File: config.mk
export PLATFORM = sky130hd
export DESIGN_NAME = pc_sequencer
export DESIGN_NICKNAME = d
export VERILOG_FILES = /design/src/rtl/cpuConfig.sv /design/src/rtl/step_pulse_sync.sv /design/src/rtl/pc_sequencer.sv
export SDC_FILE = /design/constraint.sdc
export NUM_CORES = 1
export LEC_CHECK = 0
export ABC_AREA = 1
export CORE_UTILIZATION = 45
export DETAILED_ROUTE_END_ITERATION = 12
export GPL_TIMING_DRIVEN = 0
export PLACE_DENSITY = 0.78
export SKIP_LAST_GASP = 1
export SLEW_MARGIN = 15
export SYNTH_ARGS = -nofsm -noshare
export SYNTH_HDL_FRONTEND = slang
export SYNTH_HIERARCHICAL = 1
export SYNTH_SLANG_ARGS = --single-unit
File: constraint.sdc
create_clock -name clk -period 1.6 [get_ports clk]
set_input_delay 0.24 -clock clk [delete_from_list [all_inputs] [get_ports clk]]
set_output_delay 0.24 -clock clk [all_outputs]
set_load 0.01 [all_outputs]
File: src/rtl/cpuConfig.sv
// Shared CPU configuration types: PC operation codes and sequencer states.
package cpuConfig;

  typedef enum logic [2:0] {
    PC_HOLD = 3'd0,
    PC_INC  = 3'd1,
    PC_BR   = 3'd2,
    PC_JMP  = 3'd3,
    PC_CALL = 3'd4,
    PC_RET  = 3'd5,
    PC_HALT = 3'd6
  } pcOp_t;

  typedef enum logic [1:0] {
    RUN    = 2'd0,
    STEP   = 2'd1,
    HALTED = 2'd2
  } seqState_t;

endpackage

File: src/rtl/step_pulse_sync.sv
// Push-button synchroniser and rising-edge detector: one pulse per press.
// All flops reset to 1 so a button held through reset never yields a step.
module step_pulse_sync (
  input  logic clk,
  input  logic nReset,
  input  logic async_i,
  output logic pulse_o
);

  logic sync1_q;
  logic sync2_q;
  logic prev_q;

  // Two-flop synchroniser followed by a one-cycle-delayed copy for edge detect
  always_ff @(posedge clk or negedge nReset) begin
    if (!nReset) begin
      sync1_q <= 1'b1;
      sync2_q <= 1'b1;
      prev_q  <= 1'b1;
    end else begin
      sync1_q <= async_i;
      sync2_q <= sync1_q;
      prev_q  <= sync2_q;
    end
  end

  assign pulse_o = sync2_q & ~prev_q;

endmodule

File: src/rtl/pc_sequencer.sv
// Program-address generator: increment, relative branch, jump, call/return
// through a small hardware return stack, halt, and push-button single-step.
module pc_sequencer
  import cpuConfig::*;
#(
  parameter int N           = 8,
  parameter int P_SIZE      = 5,
  parameter int STACK_DEPTH = 4
) (
  input  logic              clk,
  input  logic              nReset,
  input  pcOp_t             pcOp,
  input  logic              branchCond,
  input  logic [N-1:0]      target,
  input  logic              stepMode,
  input  logic              stepBtn,
  output logic [P_SIZE-1:0] addressOut,
  output logic              halted,
  output logic              stackError
);

  // Pointer needs one extra bit to represent the "full" count.
  localparam int               SPW      = $clog2(STACK_DEPTH) + 1;
  localparam logic [SPW-1:0]   FULL_CNT = SPW'(STACK_DEPTH);

  seqState_t         state_q, state_d;
  logic [P_SIZE-1:0] pc_q, pc_d;
  logic [SPW-1:0]    sp_q, sp_d;
  logic              err_q, err_d;
  logic              halted_q;
  logic [P_SIZE-1:0] stack_q [STACK_DEPTH];

  logic [P_SIZE-1:0] pc_inc;
  logic [P_SIZE-1:0] tgt_addr;
  logic [SPW-2:0]    push_idx;
  logic [SPW-2:0]    top_idx;
  logic              push_en;
  logic              step_pulse;
  logic              adv;
  logic              stack_full;
  logic              stack_empty;

  step_pulse_sync u_step_sync (
    .clk     (clk),
    .nReset  (nReset),
    .async_i (stepBtn),
    .pulse_o (step_pulse)
  );

  // Only the low P_SIZE bits of the operand address program memory.
  if (N > P_SIZE) begin : g_unused_target
    logic unused_target_bits;
    assign unused_target_bits = ^target[N-1:P_SIZE];
  end

  assign pc_inc      = pc_q + P_SIZE'(1);
  assign tgt_addr    = target[P_SIZE-1:0];
  assign stack_full  = (sp_q == FULL_CNT);
  assign stack_empty = (sp_q == '0);
  assign push_idx    = sp_q[SPW-2:0];
  // At full count the low bits wrap to zero, so minus one still lands on the top entry.
  assign top_idx     = sp_q[SPW-2:0] - (SPW-1)'(1);
  assign adv         = ((state_q == RUN) && !stepMode) ||
                       ((state_q == STEP) && stepMode && step_pulse);

  // Next-state: mode transitions, then the decoded PC operation on advance cycles
  always_comb begin
    state_d = state_q;
    pc_d    = pc_q;
    sp_d    = sp_q;
    err_d   = err_q;
    push_en = 1'b0;

    case (state_q)
      RUN:     if (stepMode)  state_d = STEP;
      STEP:    if (!stepMode) state_d = RUN;
      default: state_d = state_q;
    endcase

    if (adv) begin
      case (pcOp)
        PC_HOLD: pc_d = pc_q;
        PC_INC:  pc_d = pc_inc;
        // Modular add of the low bits is the same as adding the sign-extended offset.
        PC_BR:   pc_d = branchCond ? (pc_q + tgt_addr) : pc_inc;
        PC_JMP:  pc_d = tgt_addr;
        PC_CALL: begin
          if (!stack_full) begin
            push_en = 1'b1;
            sp_d    = sp_q + SPW'(1);
            pc_d    = tgt_addr;
          end else begin
            pc_d  = pc_inc;
            err_d = 1'b1;
          end
        end
        PC_RET: begin
          if (!stack_empty) begin
            pc_d = stack_q[top_idx];
            sp_d = sp_q - SPW'(1);
          end else begin
            pc_d  = pc_inc;
            err_d = 1'b1;
          end
        end
        PC_HALT: state_d = HALTED;
        default: pc_d = pc_inc;
      endcase
    end
  end

  // Sequencer state, PC, stack pointer and status flags
  always_ff @(posedge clk or negedge nReset) begin
    if (!nReset) begin
      state_q  <= RUN;
      pc_q     <= '0;
      sp_q     <= '0;
      err_q    <= 1'b0;
      halted_q <= 1'b0;
    end else begin
      state_q  <= state_d;
      pc_q     <= pc_d;
      sp_q     <= sp_d;
      err_q    <= err_d;
      halted_q <= (state_d == HALTED);
    end
  end

  // Return-stack storage; contents survive reset, only the pointer clears
  always_ff @(posedge clk) begin
    if (push_en) stack_q[push_idx] <= pc_inc;
  end

  assign addressOut = pc_q;
  assign halted     = halted_q;
  assign stackError = err_q;

endmodule

==> results.md <==
* Setup crit end kind: register
* Metal-1 WL at 1861 um
* First-pass GRT wire length at between 6000 and 7000 um
* Critical Path AT at between 1.5 and 2 ns
* Fin worst setup slack at -0.02656 ns
* Global Route Usage Sum at around 18%
* Vias per inst at around 5.1
* Mapped Cells at 250
* Total power draw at approximately 1.9 mW
* Relative slew slack at between 50 and 60%
* Vias in the first global route at around 1600
* Max-slew violation count at 0
* Drt drc at 0
* Routed vias at 1738
* Sink Count at 35
* Commonest cells post-synth: 84 x nand2_1, 32 x nand3_1, 25 x inv_1
* DRT antenna net count at 0
* Final wirelength at roughly 4400 um
* Status: finished, violations left
* Clk slew on worst S/H paths at around 0.080 ns
* Hold buffers post-CTS at 0
* Fill cell count at roughly 350
* Clk Latency, worst-skew pair at just under 0.3 ns
* Grt ovf at 0
* Failing checks: negative setup slack
* Worst R2R Start: addressOut[0]$_DFFE_PN0P_
* H-tree levels at 2
* Largest area contributor in the netlist: edfxtp_1
* Final Util at around 61%
* Core area at approximately 4400 sq um
* EDFF count, synth at 20
* Worst-margin pin slew at 0.7221 ns
* Number of CTS-inserted buffers at 5
* TritonRoute pass-1 iters at 4
* Reported leakage power at around 1.2 nW
* Clock period minus worst slack at around 1.6 ns
* Post-Syn Area per Cell at roughly 8.3 sq um
* Unique masters post-synth at 30
* Worst setup path start: addressOut[0]$_DFFE_PN0P_
* Met3 WL at 234 um
* Power Density at slightly above 700 nW/um^2
* Worst setup endpoint: addressOut[2]$_DFFE_PN0P_
* Largest net degree at the start of global routing at 16
* Yosys top cell area share at 29.00%
* FMAX at 614.8 MHz
* Top post-synthesis cells by area: edfxtp_1 29%, nand2_1 15%, dfrtp_1 15%
* Max Cap Viol at 0
* Period utilisation layout at 101.7%
* Setup Viol. Count Final at 1
* Worst R2R End: addressOut[2]$_DFFE_PN0P_
* Max Used Layer: met4
* #FFs+latches synth at 35
* Die area at between 4000 and 5000 sq um
* CP startpoint kind: register
* Root buffer cell: clkbuf_8
* Area delta synth->final at 30.09%
* Port Buffer Count at 18
* Ys Warns at 6
* Async SR Flop Fraction at a little over two fifths
* Net count, final at 313
* Layout cells sized above 1 at between 20% and 30%
* Top_reg_cell synth: edfxtp_1
* Maximum vdd drop at between 0.7 and 0.8 mV
* Hold-critical path depth at 4
* Met2 wire length at 2240 um
* Die height at between 60 and 70 um
* Reg2Reg Depth at 10
* CP Data Required Time at between 1.5 and 2 ns
* Die W at 69.84 um
* Initial antenna violation count at 0
* Placer Congestion at about 0.89
* I/O pin count at 23
* Crit-path max FO at 2
* Initial Util at 47.23%
* Slack of the worst reg-to-reg path at -0.03 ns
* CTS tree: yes
* Row count at 24
* Final number of hold-violating endpoints at 0
* Initial drt markers at between 70 and 80
* Clock Skew at 0.007703 ns
* Hold Path Class: input pin to register
* Crit path kind: register to register
* Most numerous cell in the Yosys netlist: nand2_1
* Clock buffer depth at 2
* DP HPWL at approximately 3000 um
* Mapped Nets at approximately 280
* Sequential-to-total area share from yosys stat at 47.31%
* Wire per inst at ~13 um
* Mapped Area at ~2100 sq um
* Antenna diode count at 0
* RSZ-0062 raised after global routing: yes
==> kinds of logic after synthesis <==
logic type | count (synthesis) | share of synthesized area [%]
AO/OA/AOI/OAI | 13 | 3.928
buffers and inverters | 31 | 6.103
AND/OR/NAND/NOR | 156 | 33.53
adder cells (fa/ha/maj) | 11 | 7.372
flip-flops | 35 | 47.31
XOR/XNOR | 3 | 1.269
multiplexers | 1 | 0.4834
==> area by class of cell <==
type,instances,area (sq um),share of cell area [%]
Clock inverter,3,43.79,1.626
Clock buffer,5,68.82,2.555
Multi-Input combinational cell,184,1125,41.76
Sequential cell,35,983.4,36.51
Tap cell,52,65.06,2.415
Buffer,3,31.28,1.161
Inverter,28,110.1,4.087
Timing Repair Buffer,29,266.5,9.893
==> how the worst min path moves through the flow <==
stage | end | startpoint | slack [ns]
6_report | state_q[1]$_DFF_PN0_ | pcOp[0] | 0.30
5_1_grt | state_q[1]$_DFF_PN0_ | pcOp[0] | 0.33
4_1_cts | state_q[1]$_DFF_PN0_ | pcOp[0] | 0.30
3_5_place_dp | u_step_sync/sync2_q$_DFF_PN1_ | u_step_sync/sync1_q$_DFF_PN1_ | 0.35
3_3_place_gp | u_step_sync/sync2_q$_DFF_PN1_ | u_step_sync/sync1_q$_DFF_PN1_ | 0.35
2_1_floorplan | addressOut[0]$_DFFE_PN0P_ | nReset | -0.06
==> sequential cells by signal (all words and copies together) (netlist names) <==
register             flops
u_step_sync/sync2_q      1
halted                   1
addressOut               5
u_step_sync/prev_q       1
sp_q                     3
stackError               1
stack_q                 20
u_step_sync/sync1_q      1
state_q                  2
==> power by group <==
| group | internal, mW | switching, mW | total [mW] |
|---|---|---|---|
| Combinational | 0.0687 | 0.0963 | 0.165 |
| Sequential | 0.955 | 0.00318 | 0.958 |
| Clock | 0.464 | 0.335 | 0.798 |
==> critical path: stages, from the launching register on <==
cell and delay, ns:
dfrtp_2 0.42, ha_4 0.17, fa_2 0.38, inv_2 0.06
nand2_1 0.04, nand3_1 0.06, nand2_1 0.06, nand2_1 0.07
nand3_2 0.07, o21ai_2 0.13, nand2_1 0.07
==> layer usage <==
metal	up-vias	track usage, %
li1	882	-
met1	794	21.94
met2	54	30.77
met3	8	3.634
met4	0	7.333
met5	-	0
==> per-stage QoR <==
stage / cells / TNS, ns / setup slack, ns / instance area [sq um] / hold slack [ns]
after global placement: 320 / -9.931 / -0.4043 / 2346 / 0.3538
after CTS: 333 / -0.06903 / -0.02495 / 2535 / 0.3012
after floorplan: 250 / -0.07603 / -0.01521 / 2101 / -0.05559
after global routing: 339 / -1.697 / -0.1007 / 2694 / 0.3292
after detailed placement: 320 / -10.68 / -0.4299 / 2346 / 0.3518
final: 339 / -0.02656 / -0.02656 / 2694 / 0.3027
==> layout by cell type, fill, tap and decap left out, types with 2 or more instances in the layout <==
master / synthesis / layout
ha_1: 9 / 6
nor2_2: 2 / 3
ha_4: 0 / 3
dfrtp_2: 0 / 3
nand3_1: 32 / 28
o21ai_0: 4 / 3
dlygate4sd2_1: 0 / 3
buf_6: 1 / 3
nor2_4: 2 / 7
a21oi_2: 0 / 2
nand3_2: 2 / 6
edfxtp_1: 20 / 20
nand4_1: 4 / 4
nand2_2: 2 / 10
clkdlybuf4s50_1: 0 / 15
nor2_1: 23 / 17
inv_2: 3 / 7
fa_2: 0 / 2
buf_4: 0 / 9
clkbuf_8: 0 / 5
nand2_1: 84 / 73
xnor2_1: 2 / 2
nand2_4: 2 / 5
dfrtp_1: 12 / 9
dfstp_2: 3 / 3
o21ai_2: 0 / 2
inv_4: 0 / 2
a21oi_1: 5 / 3
inv_1: 25 / 19
==> what timing repair did <==
item | CTS | global route
endpoints found under the setup margin | 30 | 30
resized for setup | 14 | 33
pin swaps | 4 | 25
setup buffers | 5 | 6
No activity file was read; power rests on OpenSTA's default activity.
